[config.mk]
export PLATFORM = sky130hd
export DESIGN_NAME = simple_spi_m_bit_rw
export DESIGN_NICKNAME = d
export VERILOG_FILES = /design/src/rtl/simple_spi_pkg.sv /design/src/rtl/simple_spi_m_bit_rw.sv
export SDC_FILE = /design/constraint.sdc
export NUM_CORES = 1
export LEC_CHECK = 0
export CAP_MARGIN = 20
export CORE_MARGIN = 3
export CORE_UTILIZATION = 30
export CTS_CLUSTER_SIZE = 12
export DETAILED_ROUTE_END_ITERATION = 8
export PLACE_DENSITY = 0.49
export SLEW_MARGIN = 20
export SYNTH_ARGS = -nofsm -noshare
export SYNTH_HDL_FRONTEND = slang
export SYNTH_SLANG_ARGS = --single-unit
[constraint.sdc]
create_clock -name sys_clk -period 4.3 [get_ports sys_clk]
set_input_delay 0.43 -clock sys_clk [delete_from_list [all_inputs] [get_ports sys_clk]]
set_output_delay 0.43 -clock sys_clk [all_outputs]
set_load 0.05 [all_outputs]
[src/rtl/simple_spi_pkg.sv]
// rtl/simple_spi_pkg.sv - shared types and helpers for the mode-0 SPI master
package simple_spi_pkg;

    // Transfer sequencer states: wait for a request, shift bits, release chip select.
    typedef enum logic [1:0] {
        IDLE  = 2'd0,
        SHIFT = 2'd1,
        TRAIL = 2'd2
    } spi_state_t;

    // Map a requested length onto 1..width; zero or oversize requests mean a full word.
    function automatic int unsigned clamp_len(input int unsigned size, input int unsigned width);
        if ((size == 0) || (size > width)) begin
            return width;
        end
        return size;
    endfunction

endpackage

[src/rtl/simple_spi_m_bit_rw.sv]
// rtl/simple_spi_m_bit_rw.sv - SPI mode-0 master, MSB first, 1..reg_width bit full-duplex transfers
module simple_spi_m_bit_rw
    import simple_spi_pkg::*;
#(
    parameter int unsigned reg_width = 8
) (
    input  logic                         sys_clk,
    input  logic                         rstn,
    input  logic                         t_start,
    input  logic [reg_width-1:0]         d_in,
    input  logic [$clog2(reg_width):0]   t_size,
    output logic [reg_width-1:0]         d_out,
    output logic                         cs,
    output logic                         spi_clk,
    output logic                         mosi,
    input  logic                         miso
);

    localparam int unsigned CW = $clog2(reg_width) + 1;

    spi_state_t             state_q;
    logic                   t_start_q;
    logic [reg_width-1:0]   tx_q;
    logic [reg_width-1:0]   rx_q;
    logic [CW-1:0]          cnt_q;
    logic                   phase_q;
    logic                   cs_q;
    logic                   spi_clk_q;
    logic                   mosi_q;
    logic [reg_width-1:0]   d_out_q;

    logic                   start_d;
    logic [CW-1:0]          n_len_d;
    logic [reg_width-1:0]   tx_load_d;

    // Edge detect on the request and left-justify the transmit word so its MSB leads.
    always_comb begin
        start_d   = t_start & ~t_start_q;
        n_len_d   = CW'(clamp_len(32'(t_size), reg_width));
        tx_load_d = d_in << (reg_width - 32'(n_len_d));
    end

    // Transfer sequencer: every spi_clk half-period is one sys_clk cycle, outputs registered.
    always_ff @(posedge sys_clk or negedge rstn) begin
        if (!rstn) begin
            state_q   <= IDLE;
            t_start_q <= 1'b0;
            tx_q      <= '0;
            rx_q      <= '0;
            cnt_q     <= '0;
            phase_q   <= 1'b0;
            cs_q      <= 1'b1;
            spi_clk_q <= 1'b0;
            mosi_q    <= 1'b0;
            d_out_q   <= '0;
        end else begin
            t_start_q <= t_start;
            case (state_q)
                IDLE: begin
                    if (start_d) begin
                        tx_q    <= tx_load_d;
                        rx_q    <= '0;
                        cnt_q   <= n_len_d;
                        phase_q <= 1'b0;
                        cs_q    <= 1'b0;
                        // First bit goes out with cs; spi_clk stays low for a half-period of setup.
                        mosi_q  <= tx_load_d[reg_width-1];
                        state_q <= SHIFT;
                    end
                end
                SHIFT: begin
                    if (!phase_q) begin
                        // Rising spi_clk edge: the slave sees mosi, we capture miso.
                        spi_clk_q <= 1'b1;
                        rx_q      <= {rx_q[reg_width-2:0], miso};
                        phase_q   <= 1'b1;
                    end else begin
                        // Falling spi_clk edge: advance to the next bit or finish.
                        spi_clk_q <= 1'b0;
                        cnt_q     <= cnt_q - CW'(1);
                        phase_q   <= 1'b0;
                        if (cnt_q == CW'(1)) begin
                            state_q <= TRAIL;
                        end else begin
                            tx_q   <= tx_q << 1;
                            mosi_q <= tx_q[reg_width-2];
                        end
                    end
                end
                TRAIL: begin
                    cs_q    <= 1'b1;
                    mosi_q  <= 1'b0;
                    d_out_q <= rx_q;
                    state_q <= IDLE;
                end
                default: begin
                    state_q <= IDLE;
                end
            endcase
        end
    end

    assign d_out   = d_out_q;
    assign cs      = cs_q;
    assign spi_clk = spi_clk_q;
    assign mosi    = mosi_q;

endmodule

==> impl_metrics.tcl <==
set metrics [dict create \
    ir_drop_mv 0.305 \
    relSlewSlack_pct 42.4 \
    numPortBuffers 26 \
    timing_worst_slew_pin_value_ns 0.862 \
    arrival_ns 2.93 \
    yosysMostFrequentCell "dfrtp_1" \
    fmax_mhz 364 \
    coreArea_sq_um 6060 \
    cts_setup_buffers 0 \
    placed_cell_area_sq_um 2260 \
    place_congestion 0.879 \
    n_fill_cell 615 \
    drt_iter0_drc 68 \
    finalWirelength_um 4220 \
    whs_ns 0.491 \
    ios 27 \
    final.setup_skew_ns 0.00324 \
    initial_utilization_pct 31.7 \
    synth_area_leader_cell "dfrtp_1" \
    cp_max_fo 14 \
    yosysTopAreaCellShare_pct 43.0 \
    insertion_delay_ns 0.29 \
    final_util_pct 38.8 \
    drc 0 \
    synth_fp_nets 209 \
    syn_area_sq_um 1920 \
    htree_levels 2 \
    dp_hpwl_um 3150 \
    post_cts_resized 0 \
    clkSinkCount 34 \
    area_growth_pct 22.4 \
    grt_pass1_vias 1428 \
    antenna_found_initial 0 \
    power_w 0.00167 \
    maxCapViolations 0 \
    setup_violations 0 \
    fp-row-count 28 \
    dieArea_sq_um 7400 \
    fin_crit_sh_pct 63.9 \
    via_count 1518 \
    tritoncts "yes" \
    syn_area_per_cell_sq_um 10.3 \
    wl_per_cell_um 14.6 \
    path_clk_slew_ns 0.07 \
    synthCells 186 \
    grt_overflow 0 \
    end_kind "flip-flop" \
    track_usage_pct 12.4 \
    firstDrtPassIters 5 \
    ys_seq_area_share_pct 44.4 \
    maxSlewViolCount 0 \
    rsz0062_at_grt "no" \
    synth_cell_types 50 \
    status "completed" \
    fp.dieH_um 86.0 \
    cts-root-buf "clkbuf_8" \
    hp-class "reg2reg" \
    period_needed_ns 2.75 \
    die_w_um 86.0 \
    ys_warn_count 0 \
    setup-tns-final_ns 0 \
    synthFlopType "dfrtp_1" \
    avgViaCountPerCell 5.23 \
    hold_viol 0 \
    numCtsBuffers 5 \
    grt_max_degree 35 \
    n_antenna_cell 0 \
    clk_path_buf_depth 2 \
    design_area_sq_um 2350 \
    grt_pass1_wl_um 7130 \
    nNetsFinal 237 \
    synth_area_leaders "dfrtp_1 43%, mux2_2 4.7%, ha_1 4.6%, a22o_1 3.6%, mux4_2 3.5%" \
    leakagePower_nw 1.04 \
    final_antenna_net_count 0 \
    powerDensity_nw_per_um2 710 \
    postSynth.asyncResetShare_pct 100 \
    synth_edf_count 0 \
    layout-drive-gt1-share_pct 13.5 \
    ys_ff_latch 34 \
    critPathLaunchType "primary input" \
    crit_type "in2reg" \
    cp_data_required_time_ns 4.48 \
    netlist_top_cells_count "33 x dfrtp_1, 15 x nand2_1, 13 x inv_1" \
    postCtsHoldBufs 0 \
]
[metrics by stage]
step	setup WS [ns]	cells
2_1_floorplan	2.18	186
3_3_place_gp	1.29	282
3_5_place_dp	1.26	282
4_1_cts	1.56	290
5_1_grt	1.32	290
6_report	1.55	290
[flip-flops by register name, indices dropped and copies added, names as in the netlist]
register	flops
d_out	8
spi_clk	1
cs	1
t_start_q	1
phase_q	1
rx_q	8
cnt_q	4
state_q	2
tx_q	7
mosi	1
[critical path, cell delays in order]
cell             delay [ns]
clkdlybuf4s50_1        0.52
nor2b_4                0.34
inv_1                  0.13
ha_1                   0.55
mux4_2                 0.36
a311o_1                0.36
a32o_1                 0.24
[power breakdown]
group          switching [W]  internal [W]  total (W)
Combinational       0.000535      0.000352   0.000887
Clock               0.000121      0.000129   0.000249
Sequential         0.0000839      0.000450   0.000534
[logic make-up after synthesis]
group,share of synthesized area [%]
AO/OA/AOI/OAI,19.7
XOR/XNOR,0.456
adder cells (fa/ha/maj),4.56
buffers and inverters,4.30
flip-flops,44.4
multiplexers,11.6
AND/OR/NAND/NOR,15.0
[per-layer routing]
metal  vias to the layer above  global-route usage (%)  part of all wire (%)
met3                         6                    2.79                   4.7
li1                        743                       -                     -
met2                        38                    18.6                    44
met1                       731                    17.3                    49
met4                         0                    4.75                   1.7
met5                         -                       0                     0
[cell usage in the layout, fill, tap and decap left out, types with 5 or more instances in the layout]
| cell | count |
|---|---|
| o21ai_0 | 10 |
| mux2i_1 | 5 |
| a21oi_1 | 7 |
| inv_1 | 13 |
| clkbuf_8 | 6 |
| dfrtp_1 | 33 |
| nor2_1 | 10 |
| a22o_1 | 8 |
| mux2_2 | 8 |
| clkdlybuf4s50_1 | 26 |
| nand2_1 | 15 |
| nand3_1 | 5 |
| nor3_1 | 5 |
| ha_1 | 7 |
[final timing paths]
check | start | end | slack (ns) | cells past startpoint
min reg2reg | tx_q[0] | tx_q[0] | 0.49 | 2
max | t_size[0] | tx_q[5] | 1.55 | 7
min in group asynchronous | rstn | d_out[6] | 0.55 | 2
min | tx_q[0] | tx_q[0] | 0.49 | 2
max in group asynchronous | rstn | cs | 3.41 | 2
max reg2reg | state_q[1] | tx_q[3] | 1.78 | 7
[layout make-up]
type / count / area [sq um] / share of cell area [%]
multi-input combinational: 132 / 986 / 41.9
sequential: 34 / 852 / 36.2
timing repair buffer: 28 / 275 / 11.7
tap: 75 / 93.8 / 3.99
clock buffer: 6 / 82.6 / 3.51
inverter: 13 / 48.8 / 2.08
clock inverter: 2 / 12.5 / 0.532
No activity file was read; power rests on OpenSTA's default activity.
